File: src/rtl/rosc_bank.sv
// rtl/rosc_bank.sv - bank of ring-oscillator delta configs feeding one entropy source and a word collector
module rosc_bank #(
    parameter int NUM_OSC = 4,
    parameter int SEL_W   = $clog2(NUM_OSC),
    parameter int DW      = 32,
    parameter int ADDR_W  = 8,
    parameter int WARMUP  = 16,
    parameter int OUT_W   = 32
) (
    input  logic              clk,
    input  logic              rst_n,
    input  logic              rosc_en,
    input  logic [SEL_W-1:0]  rosc_sel,
    input  logic              scanmode,
    input  logic              p_sel,
    input  logic              p_rd,
    input  logic              p_wr,
    input  logic [ADDR_W-1:0] p_ad,
    input  logic [DW-1:0]     p_wdata,
    output logic [DW-1:0]     p_rdata,
    output logic              rosc_out,
    output logic [OUT_W-1:0]  rnd_data,
    output logic              rnd_valid,
    input  logic              rnd_ready
);
    localparam int WW   = ADDR_W - 2;
    localparam int CW   = $clog2(OUT_W);
    localparam int WU_W = (WARMUP < 1) ? 1 : $clog2(WARMUP + 1);
    localparam logic [WW-1:0] W_STATUS = WW'(2 * NUM_OSC);
    localparam logic [WW-1:0] W_DATA   = WW'(2 * NUM_OSC + 1);

    logic [DW-1:0]    deltax [NUM_OSC];
    logic [DW-1:0]    deltay [NUM_OSC];
    logic [WW-1:0]    w;
    logic [SEL_W-1:0] w_ch;
    logic             wr_en, rd_en, w_is_delta;
    logic             entropy_reset, restart_evt;
    logic [SEL_W-1:0] rosc_sel_s;
    logic             rosc_en_s;
    logic [WU_W-1:0]  warm_cnt;
    logic [CW-1:0]    bit_cnt;
    logic [OUT_W-2:0] shreg;
    logic [OUT_W-1:0] shreg_next;
    logic             slot_free, at_last, stall, sample, load;
    logic [DW-1:0]    status, data_ext, rdata_mux;
    logic             unused_ok;

    assign w          = p_ad[ADDR_W-1:2];
    assign w_ch       = w[SEL_W:1];
    assign wr_en      = p_sel & p_wr;
    assign rd_en      = p_sel & p_rd & ~p_wr;
    assign w_is_delta = (w < W_STATUS);
    assign unused_ok  = &{1'b0, p_ad[1:0]};

    always_ff @(posedge clk or negedge rst_n) begin
        if (!rst_n) begin
            for (int i = 0; i < NUM_OSC; i++) begin
                deltax[i] <= DW'(40 + 4 * i);
                deltay[i] <= DW'(32 + 4 * i);
            end
        end else if (wr_en && w_is_delta) begin
            if (w[0]) deltay[w_ch] <= p_wdata;
            else      deltax[w_ch] <= p_wdata;
        end
    end

    // Only touching the live channel's deltas perturbs the running oscillator.
    assign restart_evt = (wr_en & w_is_delta & (w_ch == rosc_sel))
                       | (rosc_sel != rosc_sel_s)
                       | (rosc_en & ~rosc_en_s)
                       | scanmode;

    always_ff @(posedge clk or negedge rst_n) begin
        if (!rst_n) begin
            entropy_reset <= 1'b1;
            rosc_sel_s    <= '0;
            rosc_en_s     <= 1'b0;
        end else begin
            entropy_reset <= restart_evt;
            rosc_sel_s    <= rosc_sel;
            rosc_en_s     <= rosc_en;
        end
    end

    always_ff @(posedge clk or negedge rst_n) begin
        if (!rst_n)                         warm_cnt <= WU_W'(WARMUP);
        else if (entropy_reset)             warm_cnt <= WU_W'(WARMUP);
        else if (rosc_en && warm_cnt != '0) warm_cnt <= warm_cnt - 1'b1;
    end

    assign slot_free  = ~rnd_valid | rnd_ready;
    assign at_last    = (bit_cnt == CW'(OUT_W - 1));
    assign stall      = at_last & ~slot_free;
    assign sample     = rosc_en & ~entropy_reset & (warm_cnt == '0) & ~scanmode & ~stall;
    assign load       = sample & at_last;
    assign shreg_next = {shreg, rosc_out};

    always_ff @(posedge clk or negedge rst_n) begin
        if (!rst_n) begin
            bit_cnt <= '0;
            shreg   <= '0;
        end else if (entropy_reset) begin
            bit_cnt <= '0;
            shreg   <= '0;
        end else if (sample) begin
            shreg   <= shreg_next[OUT_W-2:0];
            bit_cnt <= at_last ? '0 : bit_cnt + 1'b1;
        end
    end

    // A pending word survives restarts; only the consumer retires it.
    always_ff @(posedge clk or negedge rst_n) begin
        if (!rst_n) begin
            rnd_data  <= '0;
            rnd_valid <= 1'b0;
        end else if (load) begin
            rnd_data  <= shreg_next;
            rnd_valid <= 1'b1;
        end else if (rnd_ready) begin
            rnd_valid <= 1'b0;
        end
    end

    generate
        if (OUT_W >= DW) begin : g_data_trunc
            assign data_ext = rnd_data[DW-1:0];
        end else begin : g_data_ext
            assign data_ext = {{(DW - OUT_W){1'b0}}, rnd_data};
        end
    endgenerate

    always_comb begin
        status             = '0;
        status[0]          = rnd_valid;
        status[1]          = (warm_cnt != '0);
        status[2]          = entropy_reset;
        status[3 +: SEL_W] = rosc_sel;
    end

    always_comb begin
        rdata_mux = '0;
        if (w_is_delta)          rdata_mux = w[0] ? deltay[w_ch] : deltax[w_ch];
        else if (w == W_STATUS)  rdata_mux = status;
        else if (w == W_DATA)    rdata_mux = data_ext;
    end

    assign p_rdata = rd_en ? rdata_mux : '0;

    entropy_gen #(.DW(DW)) u_gen (
        .clk        (clk),
        .rst        (entropy_reset),
        .enb        (rosc_en),
        .osc_deltax (deltax[rosc_sel]),
        .osc_deltay (deltay[rosc_sel]),
        .out        (rosc_out)
    );
endmodule

// Synthesizable stand-in for the oscillator: high/low phase lengths follow deltax/deltay, mixed with an LFSR.
module entropy_gen #(
    parameter int DW = 32
) (
    input  logic          clk,
    input  logic          rst,
    input  logic          enb,
    input  logic [DW-1:0] osc_deltax,
    input  logic [DW-1:0] osc_deltay,
    output logic          out
);
    logic [15:0]   lfsr;
    logic [DW-1:0] phase;
    logic          level;

    always_ff @(posedge clk) begin
        if (rst) begin
            lfsr  <= (16'hACE1 ^ {osc_deltax[7:0], osc_deltay[7:0]}) | 16'h0001;
            phase <= '0;
            level <= 1'b0;
            out   <= 1'b0;
        end else if (enb) begin
            lfsr <= {lfsr[14:0], lfsr[15] ^ lfsr[13] ^ lfsr[12] ^ lfsr[10]};
            if (phase >= (level ? osc_deltay : osc_deltax)) begin
                phase <= '0;
                level <= ~level;
            end else begin
                phase <= phase + 1'b1;
            end
            out <= level ^ lfsr[15];
        end
    end
endmodule

File: config.mk
export PLATFORM = sky130hd
export DESIGN_NAME = rosc_bank
export DESIGN_NICKNAME = d
export VERILOG_FILES = /design/src/rtl/rosc_bank.sv
export SDC_FILE = /design/constraint.sdc
export NUM_CORES = 1
export LEC_CHECK = 0
export ABC_AREA = 1
export BUFFER_PORTS_ARGS = -buffer_cell sky130_fd_sc_hd__buf_2
export CORE_UTILIZATION = 29
export DETAILED_ROUTE_END_ITERATION = 6
export HOLD_SLACK_MARGIN = 0.02
export PLACE_DENSITY = 0.46
export SETUP_SLACK_MARGIN = 0.1
export SLEW_MARGIN = 20
export SYNTH_ARGS = -nofsm -noshare
export SYNTH_HDL_FRONTEND = slang
export SYNTH_HIERARCHICAL = 1
export SYNTH_SLANG_ARGS = --single-unit
File: constraint.sdc
create_clock -name clk -period 2.7 [get_ports clk]
set_input_delay 0.54 -clock clk [delete_from_list [all_inputs] [get_ports clk]]
set_output_delay 0.54 -clock clk [all_outputs]
set_load 0.1 [all_outputs]
* Yosys cells after proc, flatten, opt, wreduce, memory -nomap -nowiden *
Cells that the tools add are included.

storage, ports and cells
  bits of input ports = 50
  register bits after elaboration = 384
  output and inout bits = 66
  logic and storage cells = 112

cells by class
  mux-type cells = 34
  bitwise logic cells = 32
  add/sub/neg operators = 3
  reduce and logical (&&, ||, !) cells = 12
  eq/ne operators = 5
  $lt $le $gt $ge = 5

operators with widths
  cell                                                       count
  2-to-1 mux 32 bit                                          16
  binary-select mux 32 bit (select 2 bit)                    4
  bitwise mux 128 bit                                        2
  demux 32 bit (select 2 bit)                                1
  2-to-1 mux 31 bit                                          2
  adder 32 x 1 -> 32 bit (second input constant)             1
  greater-or-equal comparator 32 bit                         1
  2-to-1 mux 16 bit                                          2
  2-to-1 mux 5 bit                                           5
  AND 1 bit                                                  12
  == test 6 x 4 -> 1 bit (second input constant)             2
  inverter 1 bit                                             9
  inverter 8 bit                                             1
  nonzero test 2 bit                                         4
  greater-or-equal comparator 3 bit (second input constant)  2
  < comparator 6 x 4 -> 1 bit (second input constant)        1
  inverter 2 -> 3 bit                                        2
  AND reduction 2 bit                                        3
  adder 5 x 1 -> 5 bit (second input constant)               1
  == test 5 bit (second input constant)                      1
  logical NOT 5 bit                                          1
  nonzero test 5 bit                                         1
  subtractor 5 x 1 -> 5 bit (second input constant)          1
  OR 1 bit                                                   4
  6 further kinds                                            12

* Depth between registers and ports, before layout *
Gate-level depths: netlist of the first run.

  depth in word-level cells = 8
  depth in mapped cells = 24
  mapped depth without buffers = 21

* Cells and area by module *
The synthesis of the first run kept the hierarchy.

modules (own cells, without submodules)
  module       area an instance (um^2)  sequential area each (um^2)  instances  cells an instance
  rosc_bank    17030.1                  8383.0                       1          2270
  entropy_gen  3420.8                   1151.1                       1          437

* Least setup slack after synthesis of the first run *
No wires, ideal clock.

  path kind = input port to output port
  start point = in p_ad[3]
  end point = out p_rdata[30]
  required time = 2.160 ns
  slack = -0.646 ns
  data arrival time = 2.806 ns
  path buffers = 2
  stages on the path = 7
  path through = buf_4 > inv_4 > nand2_4 > nor3_2 > buf_2 > nand2_1 > a21oi_1

between the ends
  longest elaborated chain between the ends = 7
  elaborated cells on any way between the ends = 15
  classes of those cells = order compare (1); eq/ne (2); mux (11); bitwise (1)

RTL lines
  item                                                  RTL line  text
  start: declaration                                    18        input logic [ADDR_W-1:0] p_ad,
  inverter 2 -> 3 bit (implied by the code)             142       if (w_is_delta) rdata_mux = w[0] ? deltay[w_ch] : deltax[w_ch];
  binary-select mux 32 bit (select 2 bit)               142
  2-to-1 mux 32 bit (implied by the code) (2 in a row)  142
  2-to-1 mux 32 bit                                     142
  2-to-1 mux 32 bit (*)                                 142
  2-to-1 mux 32 bit (*)                                 147       assign p_rdata = rd_en ? rdata_mux : '0;
  end: declaration                                      20        output logic [DW-1:0] p_rdata,

Mark *: on every way between the ends. The rest lies on a longest branch, timed or not. The select of a mux whose other input is x is not followed.

* Worst setup path after layout of the first run *
  start point = in p_ad[6]
  end point = out p_rdata[18]

between the ends
  longest elaborated chain between the ends = 5
  elaborated cells on any way between the ends = 7
  classes of those cells = order compare (1); eq/ne (2); mux (4)

RTL lines
  item                                                                                 RTL line
  parallel branches: the longest is 3 deep, another holds < comparator 6 x 4 -> 1 bit  n/a
  2-to-1 mux 32 bit (*)                                                                142
  2-to-1 mux 32 bit (*)                                                                147

Every way passes the cells marked *.

==> reports/metrics.cfg, run 1 <==
[power_and_ir_drop]
netSwitchingFraction_pct=27.51
vdd_drop_max_uv=426.1
p_per_area_nw_per_um2=555.9
seqPwrFrac_pct=44.7
comb_power_share_pct=12.7
power_switching_mw=3.955
p_int_mw=10.42
power_frac_clock_pct=42.6
p_leak_nw=11.64

[timing]
setup_viol=0
final.setup.tns_ns=0
relSlewSlack_pct=49.24
hold_violations=0
rsz0062_at_grt=true
finalMaxSlewViolations=0
finalClockSkew_ns=0.02086
finalCriticalPeriod_ns=2.650
fmax_ghz=0.3773
fin_crit_sh_pct=98.16
tightest_slew_ns=0.7595

[critical_path]
crit_start=p_ad[6]
crit_type=input port to primary output
rr_startpoint=deltay[3]$_DFFE_PN1P_
crit_required_ns=2.16
crit_fanout=8
critPathLaunchType=input port
crit_path_end_kind=primary output
rrSetupSlack_ns=0.17
worstPathArrival_ns=2.11

[detailed_routing]
route.detailed.drc=0
ant_nets=0
drt_iter0_drc=1414
viasPerCell=4.915
routedWlPerCell_um=18.43
wl_mm=70.78
vias=18880
drt-pass1-iter-count=7

[floorplanning]
die_x_um=267.6
fp.dieH_um=267.6
fp.dieArea_um2=71590
core_area_um2=69190
start_util_pct=29.56
num_rows=96
io_pins=116

[global_routing]
grt_pass1_vias=18200
grt_pass1_wl_mm=108.8
grtUsageTotal_pct=19.65
antenna_found_initial=3
overflow=0
grt_max_degree=70

[place]
port_buffers=113
gp_congestion=0.8486
placed_cells=3736
dp_hpwl_mm=47.18
placed_cell_area_um2=23640

[synthesis]
postSynth.asyncResetShare_pct=86.98
ys_warn_count=6
syn_inst=2707
yosys.area.top_type_share_pct=38.42
synth_seq_cells=384
synth.largest_area_cell=dfrtp_1
synth_edf_count=15
synth_area_leaders=dfrtp_1 (38%), nand2_1 (11%), nor2_1 (10%), o21ai_1 (6.2%), o21ai_0 (4.5%)
synth_fp_nets=2793
synth-main-ff-cell=dfrtp_1
ys_seq_area_share_pct=46.62
synthDistinctLibCells=43
syn_avg_cell_area_um2=7.555
syn_area_um2=20450

[clock_network]
cts_buffer_depth=3
clock_sinks=384
clk_pin_slew_ns=0.06
htree_levels=2
cts_tree=built
root_buffer=clkbuf_16
numCtsBuffers=45
insertion_delay_ns=0.59

[finish]
diodes=0
drive_above_1_share_pct=18.18
final_util_pct=37.38
layoutNonFillerInstCount=3840
final_area_um2=25860
syn2layout_area_growth_pct=26.46
nNetsFinal=2958

[hold_path]
hold_class=input port to flop
min_from=rnd_ready

[outcome]
status=finished clean

[flow_run]
drv_cap=0

[stage by stage]
stage	hold WS, ns	setup WS (ns)	total power, mW
finish	0.2503	0.04980	14.38
global route	0.2611	-0.02642	15.04
CTS	0.2254	0.03967	14.47
detailed placement	0.4262	-0.4527	8.252
global placement	0.4245	-0.4443	8.218
floorplan	0.2444	-0.04143	7.494
[cell families after synthesis]
| logic type | synth area share, % |
|---|---|
| buffers and inverters | 6.932 |
| AOI/OAI and AO/OA | 14.24 |
| adders and majority gates | 2.202 |
| and+or+nand+nor | 27.66 |
| xor gates and xnor gates | 1.071 |
| muxes | 1.273 |
| DFF | 46.62 |
[placed cells by master (no fill, tap or decap), types with 15 or more instances in the layout]
master | synthesis | final
a21oi_1 | 53 | 44
buf_12 | 0 | 82
buf_2 | 64 | 77
buf_4 | 13 | 104
clkbuf_16 | 0 | 49
clkinvlp_4 | 0 | 27
dfrtp_1 | 314 | 314
dfstp_2 | 20 | 20
dfxtp_1 | 35 | 34
edfxtp_1 | 15 | 15
ha_1 | 36 | 36
inv_1 | 135 | 104
mux2i_1 | 26 | 26
nand2_1 | 618 | 593
nand2_2 | 7 | 26
nand3_1 | 142 | 125
nand3_4 | 9 | 17
nor2_1 | 548 | 518
nor2_2 | 5 | 18
nor2_4 | 6 | 23
o21ai_0 | 182 | 172
o21ai_1 | 255 | 264
o22ai_1 | 63 | 61
xor2_1 | 18 | 18
[what timing repair did]
item                                    in CTS  in global routing
pin swaps                                    4                 31
hold buffers                                 1                  0
setup buffers                                2                 13
endpoints found under the setup margin      27                 65
gates cloned                                 0                  4
gates resized for setup                      6                129
hold endpoints to repair                    59                  0
[cells in the mapped netlist, types with 35 or more instances]
cell,number
clkbuf_1,54
buf_2,64
o21ai_1,255
nor2_1,548
nand3_1,142
a21oi_1,53
o21ai_0,182
o22ai_1,63
inv_1,135
dfxtp_1,35
ha_1,36
dfrtp_1,314
nand2_1,618
[power groups by stage]
stage          sequential, mW  combinational [mW]  clock [mW]
6_report                 6.42                1.83        6.12
5_1_grt                  6.47                2.05        6.52
4_1_cts                  6.42                1.74        6.31
3_5_place_dp             6.52                1.74           0
3_3_place_gp             6.51                1.71           0
2_1_floorplan            6.44                1.05           0
[cell type report]
cell class / count / area [µm²]
clock buffer: 72 / 1368
inverter: 142 / 649.4
clock inverter: 12 / 111.4
multi-input combinational: 2021 / 9980
tap: 931 / 1165
timing repair buffer: 278 / 3054
fill: 7179 / 43320
sequential: 384 / 9535
[final timing paths]
| kind | end | cells past startpoint |
|---|---|---|
| max | p_rdata[18] | 12 |
| min | rnd_valid$_DFFE_PN0P_ | 4 |
| max reg2reg | u_gen/phase[3]$_SDFFE_PP0P_ | 18 |
| min reg2reg | entropy_reset$_DFF_PN1_ | 1 |
| max in group asynchronous | deltax[101]$_DFFE_PN1P_ | 3 |
| min in group asynchronous | shreg[20]$_DFFE_PN0P_ | 2 |
[layer usage]
layer,track usage [%],share of wire (%),vias up
met4,5.035,1.9,4
met5,0,0.044,-
li1,-,-,9195
met1,26.89,45,8949
met3,4.064,7.1,85
met2,31.42,46,642
[state kept, by name, indices dropped and copies added, names as in the netlist]
register / count
u_gen/phase: 32
u_gen/out: 1
warm_cnt: 5
rosc_sel_s: 2
deltax: 128
rnd_valid: 1
entropy_reset: 1
shreg: 31
rosc_en_s: 1
u_gen/level: 1
bit_cnt: 5
u_gen/lfsr: 16
deltay: 128
rnd_data: 32
[critical path, stage by stage]
cell and delay [ns]:
buf_2 0.12, buf_6 0.11, nor2_4 0.11, nand2_4 0.08, clkinvlp_4 0.21, buf_12 0.15, clkbuf_16 0.19, buf_4 0.13
nand3_2 0.10, nand2_2 0.10, clkinvlp_4 0.09, buf_12 0.17
Power figures use the tool's default switching activity.
==> run 2, diff against run 1 <==
==> constraint.sdc (replaced) <==
create_clock -name clk -period 2.7 [get_ports clk]
set_input_delay 0.405 -clock clk [delete_from_list [all_inputs] [get_ports clk]]
set_output_delay 0.405 -clock clk [all_outputs]
set_load 0.1 [all_outputs]
==> run 2 against run 1 <==
  * Cell count down 1.4%
  * Clock power up 5.6%
  * Clock skew down 0.0077 ns
  * Clock-buffer cell count down 4
  * First-iteration DRC count up 1.6%
  * Via count down 1.3%
  * Power up 1.3%
  * Cell area down 4.3%
  * Flip-flop and latch count unchanged
  * Largest cell class unchanged
  * Highest routed layer unchanged
==> reports/metrics.cfg, run 2 (same netlist as run 1, synthesis figures left out) <==
[critical_path]
worstPathCellList=o21ai_1 -> o22ai_1 -> inv_1 -> nand2_1 -> o21ai_2 -> ha_1 -> nand4_1 -> nor2_1 -> nor2_1 -> nand2_2 -> nand2_1 -> nand2_1 -> nand2_2 -> nand2_2 -> nand2_4 -> nand2_8 -> buf_12 -> nor2_2
crit_fanout=6  ; -2
critPathLaunchType=flop
ff2ff_path_depth=18  ; unchanged
crit_path_end_kind=flop
r2r-end=u_gen/phase[28]$_SDFFE_PP0P_
max_stage_delay_ns=0.54  ; +0.33 ns
rrSetupSlack_ns=0.22  ; +0.05 ns
worstPathArrival_ns=3.01  ; +0.90 ns
crit_type=flop to flop
cp_slowest_cell=dfstp_2
rr_startpoint=deltay[35]$_DFFE_PN1P_
crit_required_ns=3.23  ; +1.07 ns

[global_routing]
overflow=0  ; unchanged
grtUsageTotal_pct=19.51  ; -0.14 points
grt_pass1_vias=18420  ; +1.2%
grt_pass1_wl_mm=107.9  ; -0.82%
antenna_found_initial=4  ; +1
grt_max_degree=69  ; -1.4%

[hold_path]
min_from=scanmode
hold_class=input port to flop
hold_end=entropy_reset$_DFF_PN1_
holdPathStages=3  ; -1

[finish]
nNetsFinal=2904  ; -1.8%
drive_above_1_share_pct=13.63  ; -4.6 points
reg_top3=deltax: 128 flops, deltay: 128 flops
syn2layout_area_growth_pct=21.03
final_util_pct=35.78  ; -1.6 points
layout_common_cells=nand2_1 (614), nor2_1 (528), dfrtp_1 (314)
diodes=0  ; unchanged
final_common_cell=nand2_1

[floorplanning]
fp.dieH_um=267.6  ; unchanged
start_util_pct=29.56  ; unchanged
fp.dieArea_um2=71590  ; unchanged
num_rows=96  ; unchanged
io_pins=116  ; unchanged
core_area_um2=69190  ; unchanged
die_x_um=267.6  ; unchanged

[detailed_routing]
drt-pass1-iter-count=5  ; -2
routedWlPerCell_um=18.30  ; -0.73%
route.detailed.drc=0  ; unchanged
wl_mm=69.27  ; -2.1%
vias=18640  ; -1.3%
drt_iter0_drc=1436  ; +1.6%
ant_nets=0  ; unchanged
viasPerCell=4.922  ; +0.14%

[power_and_ir_drop]
p_per_area_nw_per_um2=588.1  ; +5.8%
netSwitchingFraction_pct=26.74  ; -0.78 points
total_power_mw=14.56  ; +1.3%
power_frac_clock_pct=44.4  ; +1.8 points
power_switching_mw=3.892  ; -1.6%
comb_power_share_pct=11.5  ; -1.2 points
vdd_drop_max_uv=477.1  ; +12%
p_leak_nw=11.51  ; -1.1%
seqPwrFrac_pct=44.1  ; -0.6 points
p_int_mw=10.67  ; +2.3%

[clock_network]
root_buffer=clkbuf_16
clk_pin_slew_ns=0.06  ; about the same
cts_tree=built
htree_levels=2  ; unchanged
insertion_delay_ns=0.58  ; about the same
cts_buffer_depth=3  ; unchanged
clock_sinks=384  ; unchanged
cts_setup_buffers=0  ; -2
numCtsBuffers=46  ; +2.2%

[outcome]
status=finished clean

[timing]
hold_violations=0  ; unchanged
fmax_ghz=0.4032  ; +6.8%
whs_ns=0.1174  ; -0.1329 ns
relSlewSlack_pct=52.73  ; +3.5 points
fin_crit_sh_pct=91.86  ; -6.3 points
finalClockSkew_ns=0.01314  ; -0.007723 ns
rsz0062_at_grt=true
finalMaxSlewViolations=0  ; unchanged
setup_viol=0  ; unchanged
finalCriticalPeriod_ns=2.480  ; -0.1699 ns
tightest_slew_ns=0.7090  ; -0.05050 ns

[place]
gp_congestion=0.8555  ; +0.81%
dp_hpwl_mm=44.70  ; -5.2%
port_buffers=113  ; unchanged

[flow_run]
drv_cap=0  ; unchanged

[run 2: changes by cell type in the layout (fill, tap and decap cells not counted), sizes merged]
cell | before | now
buf | 273 | 221
inv | 116 | 143
clkinv | 10 | 12
clkinvlp | 27 | 0
clkbuf | 76 | 69
bufinv | 1 | 4
[run 2: critical path, delay by kind of cell (launching register included)]
family	cells	cell delay, ns
buffers and inverters	2	0.24
DFF	1	0.54
and+or+nand+nor	12	0.95
adders and majority gates	1	0.32
AOI/OAI and AO/OA	3	0.37
[run 2: repair_timing]
action	CTS	global route
hold buffers	1	0
resized for setup	0	34
setup endpoints to repair	0	31
endpoints found under the hold margin	46	0
[run 2: worst max-delay path by stage]
| stage | from | to | cells past startpoint |
|---|---|---|---|
| floorplan | rosc_sel[0] | u_gen/phase[12]$_SDFFE_PP0P_ | 24 |
| global placement | rosc_sel[0] | u_gen/phase[4]$_SDFFE_PP0P_ | 22 |
| global route | deltay[35]$_DFFE_PN1P_ | u_gen/phase[19]$_SDFFE_PP0P_ | 20 |
| detailed placement | rosc_sel[0] | u_gen/phase[4]$_SDFFE_PP0P_ | 20 |
| finish | deltay[35]$_DFFE_PN1P_ | u_gen/phase[28]$_SDFFE_PP0P_ | 18 |
| CTS | deltay[35]$_DFFE_PN1P_ | u_gen/phase[7]$_SDFFE_PP0P_ | 18 |
[run 2: power by group through the flow]
stage               sequential (mW)  clock (mW)  combinational [mW]
floorplan                      6.44           0                1.04
global placement               6.50           0                1.64
detailed placement             6.51           0                1.67
CTS                            6.41        6.63                1.67
global route                   6.46        6.85                1.89
finish                         6.42        6.46                1.68
[run 2: final cells by class]
cell class	count	area, µm²
Sequential cell	384	9535
Fill cell	7330	44430
Clock buffer	68	1378
Timing Repair Buffer	223	2328
Multi-Input combinational cell	2021	9615
Inverter	142	540.5
Clock inverter	17	190.2
Tap cell	931	1165
[run 2: metal layers]
metal  vias up  track usage (%)  share of wire [%]
li1       9069                -                  -
met1      8881            26.24                 46
met2       564            31.84                 46
met3       115            3.476                6.3
met4         6            5.776                2.4
met5         -                0              0.051
[run 2: per-stage QoR]
stage / worst slack [ns] / cell area, µm² / cells / setup TNS, ns
after detailed placement: -0.2446 / 23060 / 3699 / -6.842
after global placement: -0.2323 / 23060 / 3699 / -6.601
final: 0.2197 / 24750 / 3786 / 0
after global routing: 0.03895 / 24750 / 3786 / 0
after floorplan: 0.1129 / 20510 / 2707 / 0
after CTS: 0.1490 / 24630 / 3785 / 0
